`src/rtl/diff_codec.sv`:
```
// diff_codec: M-ary differential encoder/decoder, symbols combined modulo 2^SYM_W, one reference per interleaved channel.
// Latency: one cycle from input accept to out_valid; sustains one symbol per cycle while out_ready is high.
// Backpressure: in_ready drops while a held output is not taken (out_valid && !out_ready), during clear and during reset.
module diff_codec #(
  parameter int unsigned       SYM_W    = 2,
  parameter int unsigned       NUM_CH   = 4,
  parameter logic [SYM_W-1:0]  INIT_VAL = '0,
  localparam int unsigned      CH_W     = (NUM_CH > 1) ? $clog2(NUM_CH) : 1
) (
  input  logic             clock,
  input  logic             reset,
  input  logic             mode,
  input  logic             clear,
  input  logic             in_valid,
  output logic             in_ready,
  input  logic [SYM_W-1:0] in_sym,
  input  logic [CH_W-1:0]  in_ch,
  output logic             out_valid,
  input  logic             out_ready,
  output logic [SYM_W-1:0] out_sym,
  output logic [CH_W-1:0]  out_ch
);

  typedef struct packed {
    logic [SYM_W-1:0] sym;
    logic [CH_W-1:0]  ch;
  } out_t;

  logic [SYM_W-1:0] ref_q [NUM_CH];
  logic [SYM_W-1:0] ref_d [NUM_CH];
  out_t             out_q;
  out_t             out_d;
  logic             out_valid_q;
  logic             out_valid_d;

  logic [CH_W-1:0]  ch_idx;
  logic             accept;
  logic [SYM_W-1:0] ref_sel;
  logic [SYM_W-1:0] coded;

  // A single channel has no index to decode, so whatever arrives on in_ch is ignored.
  assign ch_idx = (NUM_CH == 1) ? '0 : in_ch;

  // Ready depends only on output occupancy, clear and reset, never on in_valid.
  assign in_ready = !reset && !clear && (!out_valid_q || out_ready);
  assign accept   = in_valid && in_ready;

  // Select the channel reference; an index past NUM_CH matches nothing and falls back to INIT_VAL.
  always_comb begin
    ref_sel = INIT_VAL;
    for (int i = 0; i < NUM_CH; i++) begin
      if (ch_idx == i[CH_W-1:0]) begin
        ref_sel = ref_q[i];
      end
    end
  end

  // Modulo-2^SYM_W arithmetic falls out of the SYM_W-bit result width.
  assign coded = mode ? (in_sym - ref_sel) : (in_sym + ref_sel);

  // Next state: clear reloads references, an accept loads the output stage and updates its channel.
  always_comb begin
    ref_d       = ref_q;
    out_d       = out_q;
    out_valid_d = out_valid_q && !out_ready;
    if (clear) begin
      for (int i = 0; i < NUM_CH; i++) begin
        ref_d[i] = INIT_VAL;
      end
    end
    if (accept) begin
      out_d.sym   = coded;
      out_d.ch    = ch_idx;
      out_valid_d = 1'b1;
      // Encoder tracks its own output, decoder tracks the received symbol.
      for (int i = 0; i < NUM_CH; i++) begin
        if (ch_idx == i[CH_W-1:0]) begin
          ref_d[i] = mode ? in_sym : coded;
        end
      end
    end
  end

  // State registers; reset drops any in-flight output and restores every reference.
  always_ff @(posedge clock or posedge reset) begin
    if (reset) begin
      out_valid_q <= 1'b0;
      out_q       <= '0;
      for (int i = 0; i < NUM_CH; i++) begin
        ref_q[i] <= INIT_VAL;
      end
    end else begin
      out_valid_q <= out_valid_d;
      out_q       <= out_d;
      ref_q       <= ref_d;
    end
  end

  assign out_valid = out_valid_q;
  assign out_sym   = out_q.sym;
  assign out_ch    = out_q.ch;

endmodule

```
`config.mk`:
```
export PLATFORM = sky130hd
export DESIGN_NAME = diff_codec
export DESIGN_NICKNAME = d
export VERILOG_FILES = /design/src/rtl/diff_codec.sv
export SDC_FILE = /design/constraint.sdc
export NUM_CORES = 1
export LEC_CHECK = 0
export ABC_AREA = 1
export CAP_MARGIN = 20
export CORE_UTILIZATION = 55
export CTS_BUF_LIST = sky130_fd_sc_hd__clkbuf_2 sky130_fd_sc_hd__clkbuf_4 sky130_fd_sc_hd__clkbuf_8
export DETAILED_ROUTE_END_ITERATION = 16
export GPL_ROUTABILITY_DRIVEN = 0
export PLACE_DENSITY = 0.85
export SETUP_SLACK_MARGIN = 0.2
export SYNTH_ARGS = -nofsm -noshare
export SYNTH_HDL_FRONTEND = slang
export SYNTH_SLANG_ARGS = --single-unit
export TNS_END_PERCENT = 10
```
`constraint.sdc`:
```
create_clock -name clock -period 2.9 [get_ports clock]
set_input_delay 0.58 -clock clock [delete_from_list [all_inputs] [get_ports clock]]
set_output_delay 0.58 -clock clock [all_outputs]
set_load 0.1 [all_outputs]
```
==> run summary, run 1 <==
gr usage total - 29.1%
clk_lat worst skew - 280 ps
TNS Setup - 0 ps
initial drt markers - 30
unrepaired setup endpoints after global routing - no
global route total overflow - 0
CTS root buf - clkbuf_4
crit path from - in_ch[0]
fin crit period - 2440 ps
pin count of the biggest net entering global routing - 14
CTS tree - done
Antenna diodes - 0
Setup crit start kind - input pin
Crit. End Element - flop
clock sinks - 13
first-pass GRT wire length - 2.88 mm
R2R setup slack - 1040 ps
CP cell instances - clkdlybuf4s50_1 > inv_1 > nand3_1 > nand3_2 > nand2_2 > inv_1 > ha_1 > xor2_1 > inv_1 > nand3_1 > nand3_1 > nand2_2 > nand2_2 > nand3_1 > nand2_1
Hold Crit Depth - 2
vias in the first global route - 679
Primary FF master, synth - dfrtp_1
ANT nets after route - 0
reg-to-reg endpoint - ref_q[1]
Core Util, Final - 79.7%
Die Wd - 38.9 microns
synthesized area - 747 sq um
area leader, netlist - dfrtp_1
worst-margin pin slew - 445 ps
post-synth top area share - 43.6%
Final WS setup - 462 ps
HP Start - out_ch[1]
starting density of the core - 63.0%
Slowest cell on crit path - clkdlybuf4s50_1
WL final - 1.79 mm
critical path class - in2reg
Hold EP - out_ch[1]
placed inst area - 916 sq um
Clock Skews - 2.78 ps
Critical R2R Launch - ref_q[4]
DRT Pass-1 Iters - 4
sequential share of the synthesized area - 43.6%
die extent in y - 38.9 microns
synth warn - 0
Post-route DRC - 0
endpoints failing hold - 0
# resized after CTS - 0
Critical Path AT - 2610 ps
Detailed Place HPWL - 1.36 mm
top post-synthesis cells by area - dfrtp_1 (44%), nand2_1 (11%), nand3_1 (7.4%)
Distinct cells, synth - 21
# rows - 12
core outline area - 1190 sq um
synthesis-stage register bit count - 13
Slowest Stage Delay on Critical Path - 600 ps
power per cell area - 560 nW/um^2
final setup violation count - 0
P_leak - 0.493 nW
maximum vdd drop - 0.413 mV
WP buf/inv - 4
CP top delay family - buffers and inverters
Post-Place Cells - 123
clk buf depth - 2
setup slack at placement - 186 ps
Net Count, Synth - 104
period utilisation layout - 84.1%
top cells by instance count after synthesis - nand2_1 (21), dfrtp_1 (13), inv_1 (11), nand3_1 (11), o21ai_0 (7)
fin nets - 125
Avg Cell Area, Syn - 8.03 sq um
status - complete, no violations
Finished Cell Area - 946 sq um
Post-synth EDFFs - 0
share of synthesized registers carrying an async set or reset - 100%
Crit Path Max Fanout - 6
clk slew on worst S/H paths - 80 ps
worst hold slack - 494 ps
fin. max-slew vios - 0
CP most frequent cell - nand3_1
r2r worst-path depth - 13
drt wl/cell - 14.1 microns
total power - 0.530 mW
Max-Cap Viols - 0
post-CTS setup buffers - 0
P&R area growth vs syn - 26.6%
Synth Instances - 93
Hold Path Class - reg2reg
via count - 713
worst relative slew slack - 70.0%
CTS Hold Bufs - 0
layout cell share with drive strength beyond 1 - 23.0%
fmax - 410 MHz
Layout Cells excl Fill - 127
top-level I/O count - 16
initial antenna violation count - 0
count leader, synth - nand2_1
vias per cell - 5.61
Num CTS Buffers - 3
H-tree depth - 1
die area - 1510 sq um
Req. time, crit path - 3070 ps
# port buffers - 15
## worst reg2reg max path: cells and delay by family (launching register included)
kind,cells,cell delay (ps)
AND/OR/NAND/NOR,8,710
buffers and inverters,2,120
XOR/XNOR,1,180
adder cells (fa/ha/maj),1,180
flip-flops,1,390
AO/OA/AOI/OAI,1,160
## state kept, by name, summed over array words and instances, names as in the netlist
name,flops
ref_q,8
out_ch,2
out_sym,2
out_valid,1
## metal layers
metal	track usage, %	wire, microns
met5	0	0
met4	12.9	27
met3	5.20	56
met2	49.2	930
met1	35.5	777
## report_power, final
group	leakage [nW]	switching, mW	total (mW)	internal, mW
registers	0.174	0.00941	0.206	0.196
clock network	0.0184	0.0641	0.127	0.0628
logic	0.301	0.148	0.197	0.0494
total	0.493	0.221	0.530	0.309
## worst max-delay path by stage
stage / depth (start not counted) / endpoint
2_1_floorplan: 8 / ref_q[4]
3_3_place_gp: 15 / ref_q[3]
3_5_place_dp: 15 / ref_q[1]
4_1_cts: 15 / ref_q[1]
5_1_grt: 15 / ref_q[5]
6_report: 15 / ref_q[1]
## cell usage in the layout (no fill, tap or decap)
cell type | synthesis | layout
clkdlybuf4s50_1 | 0 | 9
nor3_1 | 1 | 1
o21ai_1 | 2 | 2
buf_12 | 0 | 1
or2_2 | 1 | 1
nor2_1 | 3 | 3
clkbuf_4 | 0 | 4
nand2_1 | 21 | 21
mux2i_1 | 3 | 3
dfrtp_1 | 13 | 13
o21ai_0 | 7 | 7
o211ai_1 | 3 | 3
nor2_4 | 1 | 1
nand2_2 | 6 | 6
buf_4 | 1 | 8
inv_2 | 2 | 2
nand3b_1 | 1 | 1
xor2_1 | 1 | 1
nand3_2 | 1 | 1
nor2_2 | 2 | 2
inv_1 | 11 | 11
nand3_1 | 11 | 11
ha_1 | 1 | 1
## cells by family (layout without fill, tap and decap cells)
| family | after synthesis | after routing | synth area share [%] |
|---|---|---|---|
| muxes | 3 | 3 | 4.02 |
| xor gates and xnor gates | 1 | 1 | 1.17 |
| AOI/OAI and AO/OA | 12 | 12 | 9.04 |
| adders and majority gates | 1 | 1 | 1.67 |
| DFF | 13 | 13 | 43.6 |
| and+or+nand+nor | 48 | 48 | 31.5 |
| buffers and inverters | 15 | 35 | 9.05 |
## layout make-up
| class | count | area (sq um) |
|---|---|---|
| multi-input combinational | 65 | 354 |
| clock buffer | 4 | 30.0 |
| inverter | 13 | 48.8 |
| timing repair buffer | 18 | 170 |
| tap | 14 | 17.5 |
| fill | 84 | 240 |
| sequential | 13 | 325 |
Power figures use the tool's default switching activity.
==> run 2, diff against run 1 <==
- CORE_UTILIZATION: 55 -> 46
- PLACE_DENSITY: 0.85 -> 0.76
- clock period: 2.9 -> 2.2 ns (I/O delays scaled with it)
==> run summary, run 2 (same netlist as run 1, synthesis figures left out) <==
status - complete, no violations
most frequent cells in the layout - nand2_1 (21), dfrtp_1 (12), nand3_1 (11)
total power - 0.688 mW
Worst path depth - 5
Hold EP - out_ch[1]
fmax - 532 MHz
initial drt markers - 13
setup slack at placement - -209 ps
global route total overflow - 0
Crit. End Element - output port
CTS tree - done
met3 wire len - 42 microns
number of flip-flops in the largest register - 8
HP Start - out_ch[1]
worst-margin pin slew - 483 ps
ANT nets after route - 0
Hold Crit Depth - 2
P&R area growth vs syn - 31.7%
fin nets - 127
pin count of the biggest net entering global routing - 14
core outline area - 1510 sq um
final setup violation count - 0
worst relative slew slack - 67.5%
WP buf/inv - 3
die extent in y - 42.3 microns
CP cell instances - clkdlybuf4s50_1 > clkinvlp_4 > o21ai_1 > nor2_4 > buf_12
unrepaired setup endpoints after global routing - no
power per cell area - 700 nW/um^2
# rows - 14
via count - 679
clk buf depth - 2
clk_lat worst skew - 270 ps
fin. max-slew vios - 0
WL final - 1.56 mm
critical path class - in2out
maximum vdd drop - 0.542 mV
metal2 WL - 765 microns
Slowest Stage Delay on Critical Path - 440 ps
top sig layer - met4
initial antenna violation count - 0
most flop-heavy register - ref_q
endpoints failing hold - 0
Detailed Place HPWL - 1.27 mm
vias per cell - 5.18
Final WS setup - 319 ps
Setup crit start kind - input pin
Max-Cap Viols - 0
die area - 1790 sq um
Crit Path Max Fanout - 2
Antenna diodes - 0
starting density of the core - 49.6%
r2r worst-path depth - 13
first-pass GRT wire length - 2.82 mm
fin crit period - 1880 ps
Die Wd - 42.3 microns
# fillers - 138
gr usage total - 21.1%
Clock Skews - 2.63 ps
clock sinks - 13
H-tree depth - 1
vias in the first global route - 666
commonest non-fill, non-tap cell in the layout - nand2_1
layout cell share with drive strength beyond 1 - 31.3%
top-level I/O count - 16
CTS Hold Bufs - 0
DRT Pass-1 Iters - 4
clk slew on worst S/H paths - 70 ps
Hold Path Class - reg2reg
Slowest cell on crit path - clkdlybuf4s50_1
Met1 Wirelength - 733 microns
P_leak - 0.504 nW
R2R setup slack - 460 ps
Num CTS Buffers - 3
CP top delay family - buffers and inverters
Post-route DRC - 0
Req. time, crit path - 1760 ps
# port buffers - 15
period utilisation layout - 85.5%
reg-to-reg endpoint - ref_q[5]
drt wl/cell - 11.9 microns
CTS root buf - clkbuf_4
Critical R2R Launch - ref_q[4]
Critical Path AT - 1440 ps
run 2: cell types whose count changed in the layout (fill, tap and decap cells not counted), moves of 2 or more:
cell,previous run,this run
buf_4,8,10
clkbuf_2,0,2
clkdlybuf4s50_1,9,7
nor2_1,3,0
nor2_2,2,4
run 2: per-stage QoR:
step	std cells	hold WS, ps	TNS [ps]	utilization (%)	instance area (sq um)
after floorplan	93	252	0	-	777
after global placement	127	468	-776	64.0	963
after detailed placement	127	467	-1080	64.0	963
after CTS	131	494	0	65.8	991
after global routing	131	506	0	65.3	983
final	131	495	0	65.3	983
run 2: repair_timing:
action	in CTS	in global routing
endpoints found under the hold margin	0	0
resized for setup	2	4
setup endpoints to repair	5	5
pin swaps	0	1
setup buffers	0	0
run 2: worst max-delay path by stage:
stage	to	start
detailed placement	ref_q[3]	in_ch[1]
floorplan	ref_q[4]	out_valid
global placement	ref_q[3]	in_ch[0]
CTS	in_ready	reset
global route	ref_q[3]	ref_q[4]
finish	in_ready	reset
run 2: tightest hold or removal path, cell delays in order, from the launching register on:
cell and delay, ps:
dfrtp_1 350, nand2_1 50, nand2_1 60
run 2: per-layer routing:
metal	track usage [%]	vias to the layer above
met5	0	-
met4	9.38	0
met3	1.29	2
met2	34.2	14
met1	29.0	316
li1	-	347
run 2: area by class of cell:
cell class | instances | area, sq um | area share, %
flip-flops and latches | 13 | 329 | 33.5
well taps | 16 | 20.0 | 2.04
repair buffers | 20 | 175 | 17.8
inverters | 13 | 52.6 | 5.34
clock buffers | 4 | 30.0 | 3.05
multi-input cells | 65 | 377 | 38.3
run 2: report_power, final:
part	total (mW)	switching (mW)	leakage (nW)	internal, mW
Sequential	0.271	0.0113	0.172	0.260
Clock	0.155	0.0720	0.0184	0.0825
Combinational	0.263	0.195	0.313	0.0673
==> RTL change 1 (flow settings as in run 2) <==
Set the parameter `SYM_W` to 4 (it was 2). Comments in the files are not updated.
--- a/src/rtl/diff_codec.sv
+++ b/src/rtl/diff_codec.sv
@@ -2,7 +2,7 @@
 // Latency: one cycle from input accept to out_valid; sustains one symbol per cycle while out_ready is high.
 // Backpressure: in_ready drops while a held output is not taken (out_valid && !out_ready), during clear and during reset.
 module diff_codec #(
-  parameter int unsigned       SYM_W    = 2,
+  parameter int unsigned       SYM_W    = 4,
   parameter int unsigned       NUM_CH   = 4,
   parameter logic [SYM_W-1:0]  INIT_VAL = '0,
   localparam int unsigned      CH_W     = (NUM_CH > 1) ? $clog2(NUM_CH) : 1
Ports: changed (resized in_sym and out_sym); port bits go from 16 to 20. No check against the original RTL was run, so the function may have changed too.
==> RTL change 1 against run 2 <==
  * The run now ends with setup timing left
  * Area after synthesis increased by 80%
  * Maximum frequency fell by 26%
  * Cell count is 95% higher
  * Utilization increased by 7.7 points
  * Cell area up 100%
  * Critical path depth increased by 19
  * Sequential power grew 76%
  * Clock skew up 0.0017 ns
  * Worst setup slack worse by 0.65 ns
  * Clock power rose by 34%
  * Power rose by 82%
  * Routed wire length grew to 2.6 times the old value
  * Global-route usage is 5.2 points higher
  * Sequential cell count increased by 10
  * Critical path type is now input pin to flop
==> RTL change 1: results (changes against run 2) <==
[logic_synthesis]
synth.distinct_cells = 25  ; +19%
syn_nets = 192  ; +85%
ys_seq_area_share_pct = 42.9  ; -0.64 points

[clock_network]
clk_pin_slew_ns = 0.13  ; +0.06 ns

[cells_and_area]
fillerInstances = 202  ; +46%
inverters = 23  ; +10
multi_input_cells = 124  ; +91%
final_cells = 255  ; +95%
buf_share_pct = 23.0  ; +5.2 points
clkCellAreaFrac_pct = 1.49  ; -1.6 points
n_all_buffers = 50  ; +150%

[power_and_ir_drop]
powerDensity_nw_per_um2 = 622  ; -11%
ir_drop_v = 0.000775  ; +43%

[routing]
via_per_inst = 5.61  ; +8.2%

[status]
failed_checks = setup timing
status = finished with violations

[timing]
finalSetupViolations = 13  ; +13
setup_slack_ns = -0.336  ; -0.655 ns
skew_ns = 0.00429  ; +0.00165 ns
maxSlewHeadroom_pct = 61.3  ; -6.1 points

[setup_path]
r2r_slack_ns = -0.31  ; -0.77 ns
slowest_stage = ha_2
critical-path-top-delay-family = simple AND/OR/NAND/NOR gates
cp-endpoint = ref_q[7]

[place]
dpl_cell_area_um2 = 1740  ; +81%

==> RTL change 1: cells by family (layout without fill, tap and decap cells) <==
logic type | after synthesis | count (layout) | share of synthesized area [%]
buffers and inverters | 28 | 77 | 9.05
XOR/XNOR | 2 | 2 | 1.31
AND/OR/NAND/NOR | 92 | 92 | 31.6
adder cells (fa/ha/maj) | 5 | 5 | 5.22
flip-flops | 23 | 23 | 42.9
multiplexers | 1 | 1 | 0.746
AO/OA/AOI/OAI | 24 | 24 | 9.14
==> RTL change 1: routing by layer <==
metal	vias up	track usage, %	wire length, um
li1	672	-	-
met2	75	45.4	2040
met5	-	0	0
met4	0	12.5	191
met1	661	31.4	1520
met3	22	4.65	267
==> RTL change 1: report_power, final <==
group          total (mW)  switching (mW)  internal (mW)
Clock               0.207           0.137         0.0696
Combinational       0.568           0.382          0.186
Sequential          0.476          0.0198          0.456
==> RTL change 2 (config.mk and constraints of run 2) <==
Without the edit above. Reset style: synchronous (`reset`), changed in one clocked block.
--- a/src/rtl/diff_codec.sv
+++ b/src/rtl/diff_codec.sv
@@ -82,7 +82,7 @@
   end
 
   // State registers; reset drops any in-flight output and restores every reference.
-  always_ff @(posedge clock or posedge reset) begin
+  always_ff @(posedge clock) begin
     if (reset) begin
       out_valid_q <= 1'b0;
       out_q       <= '0;
Formal check against the unedited RTL: differs if reset is asserted again (counterexample within 4 cycles, from zero or initial values and one cycle with reset high); with reset held inactive, the same outputs for 10 cycles.
==> RTL change 2 against run 2 <==
  * Utilization is 1.8 points higher
  * Critical path depth stayed put
  * Area after synthesis is 4.5% higher
  * Sequential cell count stayed put
  * Die area is 4.3% higher
  * First-iteration DRC count is 54% higher
  * Routed wire length is 15% higher
  * Worst setup slack worse by 0.022 ns
  * Cell area is 5.1% higher
  * Non-clock buffer count is 7 higher
  * Power is 21% lower
  * Largest cell class unchanged
==> RTL change 2: results (changes against run 2) <==
[routing]
wl_met2_um = 870  ; +14%
met3WireLength_um = 109  ; +160%
wl_per_cell_um = 11.5  ; -2.9%
via_per_inst = 5.09  ; -1.8%
wl_met1_um = 789  ; +7.6%
drt_iter0_markers = 20  ; +7

[power_and_ir_drop]
p_clk_uw = 165  ; +6%
p_sw_uw = 173  ; -38%
ir_drop_v = 0.000255  ; -53%
pwr-share-clk_pct = 30.2  ; +7.7 points
p_leak_nw = 0.523  ; +3.9%
powerSeq_uw = 244  ; -10%

[global_route]
grt_pass1_vias = 745  ; +12%
grt_max_degree = 11  ; -3
grt_pass1_wl_um = 2950  ; +4.9%
grtUsageTotal_pct = 21.3  ; +0.27 points

[cells_and_area]
top_register = ref_q
final_cells = 155  ; +18%
diodes = 0  ; unchanged
drive_above_1_share_pct = 33.1  ; +1.8 points
fillerInstances = 129  ; -6.5%
nets = 151  ; +19%

[logic_synthesis]
synth_area_leaders = dfxtp_1 33%, nand2_1 12%, inv_1 7.2%
syn_inst = 111  ; +19%
async_reset_ff_share_pct = 0  ; -100 points
synth_top_flop_cell = dfxtp_1
yosys-top-cells-count = 25 x nand2_1, 15 x inv_1, 13 x dfxtp_1, 10 x a21oi_1, 8 x nand3_1
syn_nets = 122  ; +17%
synth.distinct_cells = 23  ; +9.5%
ys_seq_area_share_pct = 33.3  ; -10 points

[place]
dpl.hpwl_um = 1300  ; +2.5%

[setup_path]
crit_arrival_ns = 1.46  ; +0.02 ns

[timing]
skew_ns = 0.000823  ; -0.00181 ns
maxSlewHeadroom_pct = 72.2  ; +4.7 points
finalSetupViolations = 0  ; unchanged

[clock_network]
htreeDepth = 1  ; unchanged

[status]
status = finished, final reports clean

==> RTL change 2: worst min-delay path, cell delays in order (launching register included) <==
cell and delay (ns):
dfxtp_1 0.32, nand2_1 0.06, a21oi_1 0.05
==> RTL change 2: per-layer routing <==
layer	global-route usage (%)	vias up
li1	-	404
met1	25.8	352
met2	37.3	29
met3	3.83	4
met4	7.27	0
met5	0	-
==> RTL change 2: path summary, 6_finish.rpt <==
| path | to | slack, ns | start | cells past startpoint |
|---|---|---|---|---|
| setup / recovery | in_ready | 0.30 | reset | 5 |
| hold / removal | out_ch[1] | 0.47 | out_ch[1] | 2 |
| setup reg to reg | ref_q[5] | 0.50 | ref_q[4] | 14 |
| hold reg to reg | out_ch[1] | 0.47 | out_ch[1] | 2 |
==> RTL change 2: area by class of cell <==
| type | count | area share (%) |
|---|---|---|
| Multi-Input combinational cell | 74 | 40.0 |
| Inverter | 21 | 7.87 |
| Clock buffer | 4 | 2.91 |
| Tap cell | 16 | 1.94 |
| Timing Repair Buffer | 27 | 22.0 |
| Sequential cell | 13 | 25.3 |
==> RTL change 2: through the flow <==
| stage | setup TNS, ns | area (um^2) | setup slack (ns) |
|---|---|---|---|
| finish | 0 | 1030 | 0.297 |
| detailed placement | -2.09 | 1010 | -0.275 |
| CTS | 0 | 1040 | 0.261 |
| floorplan | 0 | 782 | 0.305 |
| global placement | -1.89 | 1010 | -0.256 |
| global route | 0 | 1030 | 0.245 |
==> RTL change 2: kinds of logic after synthesis <==
kind of cell | after synthesis | share of synthesized area [%]
buffers and inverters | 24 | 13.8
xor gates and xnor gates | 1 | 1.12
DFF | 13 | 33.3
AOI/OAI and AO/OA | 18 | 13.1
adders and majority gates | 1 | 1.60
and+or+nand+nor | 54 | 37.0
